File: src/rtl/kamikaze_mem_arbiter.sv
// Arbiter sharing one single-port memory bus between instruction fetch and
// the load/store unit; one outstanding access, LS priority with a streak cap.
module kamikaze_mem_arbiter #(
  parameter int unsigned MAX_LS_STREAK = 4
) (
  input  logic        clk_i,
  input  logic        rst_i,
  // instruction fetch
  input  logic        if_req_i,
  input  logic [31:0] if_addr_i,
  output logic        if_gnt_o,
  output logic        if_rvalid_o,
  output logic [31:0] if_rdata_o,
  // load/store unit
  input  logic        ls_req_i,
  input  logic        ls_we_i,
  input  logic [31:0] ls_addr_i,
  input  logic [31:0] ls_wdata_i,
  input  logic [3:0]  ls_be_i,
  output logic        ls_gnt_o,
  output logic        ls_rvalid_o,
  output logic [31:0] ls_rdata_o,
  // memory port
  output logic        mem_req_o,
  output logic        mem_we_o,
  output logic [31:0] mem_addr_o,
  output logic [31:0] mem_wdata_o,
  output logic [3:0]  mem_be_o,
  input  logic        mem_gnt_i,
  input  logic        mem_rvalid_i,
  input  logic [31:0] mem_rdata_i
);

  localparam int unsigned STREAK_W = $clog2(MAX_LS_STREAK + 1);
  localparam logic [STREAK_W-1:0] STREAK_MAX = STREAK_W'(MAX_LS_STREAK);

  typedef enum logic [1:0] {
    S_IDLE,
    S_REQ,
    S_WAIT
  } state_e;

  typedef enum logic {
    OWN_IF,
    OWN_LS
  } owner_e;

  state_e              state_q, state_d;
  owner_e              owner_q, owner_d;
  logic [STREAK_W-1:0] streak_q, streak_d;
  logic [31:0]         addr_q, addr_d;
  logic [31:0]         wdata_q, wdata_d;
  logic [3:0]          be_q, be_d;
  logic                we_q, we_d;
  logic                if_rvalid_q, if_rvalid_d;
  logic                ls_rvalid_q, ls_rvalid_d;
  logic [31:0]         if_rdata_q, if_rdata_d;
  logic [31:0]         ls_rdata_q, ls_rdata_d;
  logic                if_gnt, ls_gnt;

  // NOTE: every signal written here gets a default first, so no path can
  // leave one unassigned and infer a latch.
  always_comb begin
    state_d     = state_q;
    owner_d     = owner_q;
    streak_d    = streak_q;
    addr_d      = addr_q;
    wdata_d     = wdata_q;
    be_d        = be_q;
    we_d        = we_q;
    if_rvalid_d = 1'b0;
    ls_rvalid_d = 1'b0;
    if_rdata_d  = if_rdata_q;
    ls_rdata_d  = ls_rdata_q;
    if_gnt      = 1'b0;
    ls_gnt      = 1'b0;

    unique case (state_q)
      S_IDLE: begin
        // Grants are suppressed while reset is held so gnt outputs stay 0.
        if (!rst_i) begin
          if (ls_req_i && (!if_req_i || streak_q != STREAK_MAX)) begin
            ls_gnt = 1'b1;
          end else if (if_req_i) begin
            if_gnt = 1'b1;
          end
        end

        if (ls_gnt) begin
          owner_d  = OWN_LS;
          addr_d   = ls_addr_i;
          wdata_d  = ls_wdata_i;
          be_d     = ls_be_i;
          we_d     = ls_we_i;
          state_d  = S_REQ;
          if (if_req_i) begin
            streak_d = (streak_q == STREAK_MAX) ? streak_q : streak_q + 1'b1;
          end else begin
            streak_d = '0;
          end
        end else if (if_gnt) begin
          owner_d  = OWN_IF;
          addr_d   = if_addr_i;
          wdata_d  = '0;
          be_d     = 4'hF;
          we_d     = 1'b0;
          streak_d = '0;
          state_d  = S_REQ;
        end
      end

      S_REQ: begin
        if (mem_gnt_i) begin
          state_d = S_WAIT;
        end
      end

      S_WAIT: begin
        if (mem_rvalid_i) begin
          if (owner_q == OWN_IF) begin
            if_rvalid_d = 1'b1;
            if_rdata_d  = mem_rdata_i;
          end else begin
            ls_rvalid_d = 1'b1;
            ls_rdata_d  = mem_rdata_i;
          end
          state_d = S_IDLE;
        end
      end

      default: state_d = S_IDLE;
    endcase
  end

  // NOTE: state registers use non-blocking assignments so every flop samples
  // the pre-edge values regardless of statement order.
  always_ff @(posedge clk_i) begin
    if (rst_i) begin
      state_q     <= S_IDLE;
      owner_q     <= OWN_IF;
      streak_q    <= '0;
      addr_q      <= '0;
      wdata_q     <= '0;
      be_q        <= '0;
      we_q        <= 1'b0;
      if_rvalid_q <= 1'b0;
      ls_rvalid_q <= 1'b0;
      if_rdata_q  <= '0;
      ls_rdata_q  <= '0;
    end else begin
      state_q     <= state_d;
      owner_q     <= owner_d;
      streak_q    <= streak_d;
      addr_q      <= addr_d;
      wdata_q     <= wdata_d;
      be_q        <= be_d;
      we_q        <= we_d;
      if_rvalid_q <= if_rvalid_d;
      ls_rvalid_q <= ls_rvalid_d;
      if_rdata_q  <= if_rdata_d;
      ls_rdata_q  <= ls_rdata_d;
    end
  end

  assign if_gnt_o    = if_gnt;
  assign ls_gnt_o    = ls_gnt;
  assign if_rvalid_o = if_rvalid_q;
  assign ls_rvalid_o = ls_rvalid_q;
  assign if_rdata_o  = if_rdata_q;
  assign ls_rdata_o  = ls_rdata_q;

  assign mem_req_o   = (state_q == S_REQ);
  assign mem_we_o    = we_q;
  assign mem_addr_o  = addr_q;
  assign mem_wdata_o = wdata_q;
  assign mem_be_o    = be_q;

endmodule
File: config.mk
export PLATFORM = sky130hd
export DESIGN_NAME = kamikaze_mem_arbiter
export DESIGN_NICKNAME = d
export VERILOG_FILES = /design/src/rtl/kamikaze_mem_arbiter.sv
export SDC_FILE = /design/constraint.sdc
export NUM_CORES = 1
export LEC_CHECK = 0
export ABC_AREA = 1
export ABC_CLOCK_PERIOD_IN_PS = 2500
export CAP_MARGIN = 0
export CORE_ASPECT_RATIO = 0.5
export CORE_MARGIN = 2
export CORE_UTILIZATION = 45
export DETAILED_ROUTE_END_ITERATION = 8
export HOLD_SLACK_MARGIN = 0.08
export PLACE_DENSITY = 0.87
export SLEW_MARGIN = 25
export SYNTH_ARGS = -nofsm -noshare
export SYNTH_HDL_FRONTEND = slang
export SYNTH_SLANG_ARGS = --single-unit
File: constraint.sdc
create_clock -name clk_i -period 2.5 [get_ports clk_i]
set_input_delay 0.5 -clock clk_i [delete_from_list [all_inputs] [get_ports clk_i]]
set_output_delay 0.5 -clock clk_i [all_outputs]
set_load 0.03 [all_outputs]
After elaboration in Yosys (flattened, before gate mapping):

Index checks and enable logic that the tools add are counted.

* flip-flop bits (word level): 141
* bits of input ports: 139
* word-level logic and storage cells: 63

* add/sub/neg operators: 1
* equality and inequality tests: 8
* mux-type cells: 29
* bitwise gates (word level): 3
* reductions and logical operators: 11

Operator list (number)
* 32-bit 2-to-1 mux: 4
* 1-bit 2-to-1 mux: 14
* 3-bit 2-to-1 mux: 4
* 3-bit AND reduction: 4
* 3-bit != test (second input constant): 3
* 2-bit 2-to-1 mux: 4
* 4-bit 2-to-1 mux: 2
* 2-bit one-hot mux with 3 select lines: 1
* 3-bit by 1-bit adder with 3-bit output (second input constant): 1
* 3-bit equality test (second input constant): 1
* 1-bit NOT: 3
* 3-bit OR reduction: 1
* 2-bit by 1-bit equality test with 1-bit output (second input constant): 1
* 2-bit equality test (second input constant): 1
* 2-bit logical NOT: 1
* 2-bit by 1-bit != test with 1-bit output (second input constant): 1
* 2-bit != test (second input constant): 1
* 2-bit AND reduction: 1
* 2-bit nonzero test: 1
* 1-bit logical AND: 1
* 1-bit logical NOT: 1
* 1-bit logical OR: 1

Logic depth before layout (Yosys ltp):

Gate-level depths: netlist of the first run.

* depth after elaboration: 9
* mapped depth: 9

Worst setup path after synthesis of the first run:

OpenSTA, ideal clock, no wires.

* path kind: in2out
* from: in if_req_i
* to: out if_gnt_o
* arrival: 1.602 ns
* required time: 2.000 ns
* setup slack: 0.398 ns
* stages: 4
* path buffers: 1
* path through: buf_2 -> nand3_4 -> nand2_2 -> nor3b_1

* word-level cells in the longest chain between the ends: 7
* elaborated cells between the ends (all ways): 8
* those cells by class: mux (5); reduce/logical (3)

RTL lines
* from (decl): RTL line 9 `input logic if_req_i,`
* 1-bit logical NOT: RTL line 82 `if (ls_req_i && (!if_req_i || streak_q != STREAK_MAX)) begin`
* 1-bit logical OR: RTL line 82
* 1-bit logical AND: RTL line 82
* 1-bit 2-to-1 mux (*): RTL line 82
* 1-bit 2-to-1 mux (*): RTL line 81 `if (!rst_i) begin`
* 1-bit 2-to-1 mux (*) (2 in series): RTL line 78 `unique case (state_q)`
* to (decl): RTL line 11 `output logic if_gnt_o,`

Mark *: on every way between the ends. The rest lies on a longest branch, timed or not. The select of a mux whose other input is x is not followed.

Worst setup path in the final report of the first run:

* from: in ls_req_i
* to: out if_gnt_o

* word-level cells in the longest chain between the ends: 5

RTL lines
* from (decl): RTL line 15 `input logic ls_req_i,`
* 1-bit logical AND: RTL line 82
* 1-bit 2-to-1 mux: RTL line 82
* 1-bit 2-to-1 mux: RTL line 81
* 1-bit 2-to-1 mux (2 in series): RTL line 78

No other way between the ends. The select of a mux whose other input is x is not followed.

==> results of run 1 <==
final cells by class:
type / instances / area [µm²] / area share (%)
sequential: 141 / 2823 / 30.31
tap: 170 / 212.7 / 2.284
multi-input combinational: 530 / 2482 / 26.65
clock inverter: 14 / 120.1 / 1.290
timing repair buffer: 300 / 2963 / 31.81
inverter: 75 / 284.0 / 3.049
clock buffer: 18 / 429.2 / 4.608
per-layer routing:
layer  up-vias  wire (µm)
li1       3116          -
met1      2977       7613
met2       240       9248
met3        59       1017
met4         0        758
met5         -          0
worst max-delay path, cell delays in order:
cell and delay, ns:
clkdlybuf4s50_1 0.59, nand2_2 0.18, nor3b_1 0.27, buf_4 0.22
per-stage QoR:
step	hold WS (ns)	instance area, µm²	util, %	std cells
CTS	0.4739	9314	73.13	1248
detailed placement	0.4652	8765	68.82	1216
floorplan	0.4640	5908	-	809
global placement	0.4590	8765	68.82	1216
global route	0.4973	9314	73.13	1248
finish	0.4735	9314	73.13	1248
cells by family after synthesis:
logic type	count (synthesis)	share of synthesized area, %
AO/OA/AOI/OAI	208	19.21
XOR/XNOR	1	0.1483
adder cells (fa/ha/maj)	2	0.4235
buffers and inverters	138	10.21
flip-flops	141	47.78
AND/OR/NAND/NOR	319	22.24
layout by cell type (no fill, tap or decap), types with 2 or more instances in the layout:
cell	instances
clkinv_4	4
nor2_2	4
clkinv_2	6
clkdlybuf4s50_1	274
buf_4	24
dfxtp_1	141
ha_1	2
o21bai_1	32
inv_1	73
nand2_1	133
buf_12	2
inv_6	2
nor2_1	142
a21oi_1	68
clkbuf_16	17
nand3_1	5
o21ai_0	106
nand4_1	32
sequential cells by signal, indices dropped and copies added (netlist names):
signal,count
if_rdata_o,32
ls_rdata_o,32
mem_addr_o,32
mem_wdata_o,32
mem_be_o,4
streak_q,3
state_q,2
if_rvalid_o,1
ls_rvalid_o,1
mem_we_o,1
owner_q,1
path summary, 6_finish.rpt:
path / from / to / depth (start not counted) / slack [ns]
hold / removal: mem_wdata_o[0] / mem_wdata_o[0] / 2 / 0.47
setup reg to reg: streak_q[1] / mem_addr_o[31] / 9 / 0.71
setup / recovery: ls_req_i / if_gnt_o / 4 / 0.23
hold reg to reg: mem_wdata_o[0] / mem_wdata_o[0] / 2 / 0.47
report_power, final:
part / internal [mW] / switching, mW
clock network: 1.37 / 0.989
registers: 2.36 / 0.0573
logic: 0.533 / 0.629
total: 4.26 / 1.67
==> metrics, run 1 <==
Hold Crit Class register to register; met2 Use GR 45.53%; IO Count 277; asr flop ratio synth 0%; cell with the most instances after synthesis nor2_1; TritonCTS Buffers 17; Clock Path Buffers 2; placer congestion estimate 0.8414; Final Hold Fails 0; post-CTS setup buffer count 0; sequential-to-total area share from yosys stat a little under half; CP Capture Type primary output; Rows 29; Slew HR a little over 60%; MaxCap Viol Count 0; status finished clean; Synth area leader dfxtp_1; Setup Viol. Count Final 0; Area contributors post-synth dfxtp_1 48%, nor2_1 9.0%, o21ai_0 9.0%, nand2_1 8.4%, a21oi_1 5.8%; hpwl dp 13100 µm; crit path max fanout 6; met1 usage 29.67%; Worst-path clk slew 0.06 ns; Max H-tree Level 4; Initial Util 46.39%; Syn Std Cell Area 5908 µm²; final setup margin between 0.2 and 0.25 ns; First-pass DRT Iterations 5; worst skew pair latency just over 0.4 ns; drt wl/cell around 15 µm; CTS resizes 0; ant diodes 0; Peak VDD IR 510.1 µV; total power 5.937 mW; initial antenna violation count 0; Lkg Pwr 3.854 nW; global-route usage over all layers 25.71%; largest net degree at the start of global routing 66; # fillers 986; Final nets 1206; top cell type's share of synthesized area 47.78%; Clock Sink Count ~140; met3 Usage GRT ~5.7%; #FFs+latches synth 141; Post-Syn Nets 950; Overflow after GRT 0; WP data required approximately 2.0 ns; Initial DRC Count about 500; # port buffers between 200 and 300; CTS Root Cell clkbuf_16; Core Footprint 12740 µm²; Pwr Density between 600 and 700 nW/µm²; die area 14120 µm²; die height ~85 µm; RSZ-0062 raised after global routing no; CP Launch Type primary input; Worst Skew 0.009264 ns; vias per std cell approximately 5; first-pass GRT wire length between 20000 and 30000 µm; Synth warnings 0; # DRC 0; Total Wirelength 18640 µm; Die X between 150 and 200 µm; Place WS 0.1843 ns; Fin Setup TNS 0 ns; synth unique cells 23; share of layout cells above drive strength 1 approximately 6.1%; WS Path Type primary input to primary output; Min Clock Period, post-route 2.271 ns; Least-Margin Pin Slew slightly below 0.6 ns; Post-synth EDFFs 0; top cells by count, synth 142 x nor2_1, 141 x dfxtp_1, 133 x nand2_1, 106 x o21ai_0, 73 x inv_1; Final Max Slew Viols 0; Synth Flop Type dfxtp_1; hold buffer count at cts 0; via count 6392; GR peak layer met2; Final ANT Viol Nets 0; Avg Synthesized Cell Area approximately 7.3 µm²; Syn-to-layout area delta 57.65%; number of global-route vias before repair 6004; Max Clk Rate 440.3 MHz; CP arrival 1.77 ns; Tcrit/Tclk final 90.85%; Mapped Cells between 800 and 900; CTS tree built
No activity file was read; power rests on OpenSTA's default activity.
==> inputs of run 2 (changes only) <==
ABC_CLOCK_PERIOD_IN_PS = unset   (was 2500)
==> results of run 2 <==
No change in the layout: final DEF, timing and power equal those of run 1.
==> inputs of run 3 (changes only) <==
--- a/config.mk
+++ b/config.mk
@@ -12,2 +12,3 @@
 export CORE_UTILIZATION = 45
+export CTS_BUF_LIST = sky130_fd_sc_hd__clkbuf_16
 export DETAILED_ROUTE_END_ITERATION = 8
--- a/constraint.sdc
+++ b/constraint.sdc
@@ -3,2 +3,2 @@
 set_output_delay 0.5 -clock clk_i [all_outputs]
-set_load 0.03 [all_outputs]
+set_load 0.02 [all_outputs]
==> run 3 against run 2 <==
Register-to-register slack got worse by 0.15 ns. Design area increased by 0.32%. Final cell count unchanged. Die area unchanged. Sequential cell count unchanged. Clock skew increased by 0.0031 ns. Clock power increased by 6%. Worst setup slack got worse by 0.040 ns. First-iteration DRC count decreased by 13%. Core utilization increased by 0.24 points. Routed wire length increased by 1.2%. Critical path type unchanged. Critical endpoint unchanged. Largest cell class unchanged. Highest routed layer unchanged.
==> metrics, run 3 (synthesized netlist as in run 1, its figures left out) <==
Initial DRC Count 437 (-13%); Tcrit/Tclk final 92.45% (+1.6 points); global-route usage over all layers 26.08% (+0.37 points); share of layout cells above drive strength 1 5.937% (-0.19 points); crit path from if_req_i; Die X 166.0 µm (unchanged); RSZ-0062 raised after global routing no; vias per std cell 5.125 (about the same); CTS tree built; Final Max Slew Viols 0 (unchanged); Clock Sink Count 141 (unchanged); commonest non-fill, non-tap cell in the layout clkdlybuf4s50_1; drt wl/cell 15.12 µm (+1.2%); CP arrival 1.81 ns (+0.04 ns); Placed Cells 1216 (unchanged); TritonCTS Buffers 17 (unchanged); placer congestion estimate 0.8255 (-1.9%); Rows 29 (unchanged); Setup Viol. Count Final 0 (unchanged); Clock Path Buffers 2 (unchanged); Min Clock Period, post-route 2.311 ns (+0.04018 ns); Max H-tree Level 4 (unchanged); number of global-route vias before repair 6090 (+1.4%); MaxCap Viol Count 0 (unchanged); worst path bufs/invs 2 (unchanged); GR peak layer met2; first-pass GRT wire length 29930 µm (+0.95%); Core Util, Final 73.37% (+0.24 points); IO Count 277 (unchanged); Place WS -0.08472 ns (-0.2690 ns); FF-to-FF setup slack 0.56 ns (-0.15 ns); initial antenna violation count 0 (unchanged); fin cells 1248 (unchanged); Worst Reg-to-Reg Cells 10 (+1); First-pass DRT Iterations 5 (unchanged); die area 14120 µm² (unchanged); Final ANT Viol Nets 0 (unchanged); most frequent cells in the layout 274 x clkdlybuf4s50_1, 142 x nor2_1, 141 x dfxtp_1; via count 6396 (+0.063%); CTS resizes 2 (+2); post-CTS setup buffer count 0 (unchanged); CP Capture Type primary output; CP Launch Type primary input; Slew HR 52.67% (-8.5 points); Initial Util 46.39% (unchanged); hold buffer count at cts 0 (unchanged); Lkg Pwr 3.862 nW (+0.22%); total power 6.004 mW (+1.1%); worst path cell trace clkdlybuf4s50_1, nand3_4, nand2_2, nor3b_1, dlygate4sd2_1; WP data required 2.00 ns (about the same); WS Path Type primary input to primary output; met3 Usage GRT 5.410% (-0.33 points); met1 usage 30.12% (+0.45 points); Peak VDD IR 460.0 µV (-9.8%); Least-Margin Pin Slew 0.7099 ns (+0.1288 ns); hpwl dp 12970 µm (-0.99%); Pwr Density 642.5 nW/µm² (+0.79%); ant diodes 0 (unchanged); worst skew pair latency 0.41 ns (about the same); # port buffers 276 (unchanged); critical path's largest stage delay 0.56 ns (-0.03 ns); Total Wirelength 18870 µm (+1.2%); Hold Crit Class register to register; critical path's slowest cell clkdlybuf4s50_1; crit path max fanout 3 (-3); Final Hold Fails 0 (unchanged); Max Clk Rate 432.7 MHz (-1.7%); Worst-path clk slew 0.06 ns (about the same); status finished clean; Final nets 1206 (unchanged); largest net degree at the start of global routing 71 (+7.6%); hold path endpoint mem_wdata_o[23]; min-delay src mem_wdata_o[23]; R2R Path Start streak_q[0]; hold depth 2 (unchanged); # DRC 0 (unchanged); Reg2Reg Capture Point mem_be_o[2]; Overflow after GRT 0 (unchanged); die height 85.02 µm (unchanged); Syn-to-layout area delta 58.15%; Core Footprint 12740 µm² (unchanged); CP delay by family, top buffers and inverters; met2 Use GR 46.55% (+1.0 points); CTS Root Cell clkbuf_16; final setup margin 0.1887 ns (-0.04018 ns); Worst Skew 0.01239 ns (+0.003128 ns)
==> run 3: cell count changes in the layout (fill, tap and decap cells not counted), sizes merged <==
cell	change
clkinv	-5
inv	+3
buf	-2
clkinvlp	+2
dlygate4sd2	+2
bufinv	+1
clkbuf	-1
==> run 3: report_power, final <==
part	leakage (nW)	internal, mW	switching (mW)
Sequential	1.15	2.36	0.0579
Clock	0.284	1.49	1.03
Combinational	2.43	0.528	0.546
==> run 3: cell type report <==
type	instances	area, µm²
tap	170	212.7
timing repair buffer	300	2953
inverter	75	284.0
sequential	141	2823
clock buffer	17	425.4
multi-input combinational	530	2482
fill	978	3392
clock inverter	15	163.9
==> run 3: worst max-delay path by stage <==
stage | slack [ns] | end | cells past startpoint
floorplan | 0.61 | if_gnt_o | 4
global placement | -0.005 | if_gnt_o | 5
detailed placement | -0.08 | if_rdata_o[4] | 6
CTS | 0.21 | ls_gnt_o | 7
global route | 0.09 | ls_gnt_o | 7
finish | 0.19 | if_gnt_o | 5
==> run 3: metal layers <==
metal	wire [µm]	up-vias	part of all wire [%]
met5	0	-	0
met4	772	0	4.1
met3	968	60	5.1
met2	9486	233	50
met1	7642	2985	41
li1	-	3118	-
==> run 3: tightest hold or removal path, stage by stage (launching register included) <==
cell,delay [ns]
dfxtp_1,0.30
o21ai_0,0.06
a21oi_1,0.06
==> run 3: per-stage QoR <==
stage                     setup TNS (ns)  cell area (µm²)  hold slack [ns]
after floorplan                        0             5908           0.4640
after global placement         -0.004831             8757           0.4598
after detailed placement         -0.9771             8757           0.4689
after CTS                              0             9344           0.4775
after global routing                   0             9344           0.4968
final                                  0             9344           0.4757
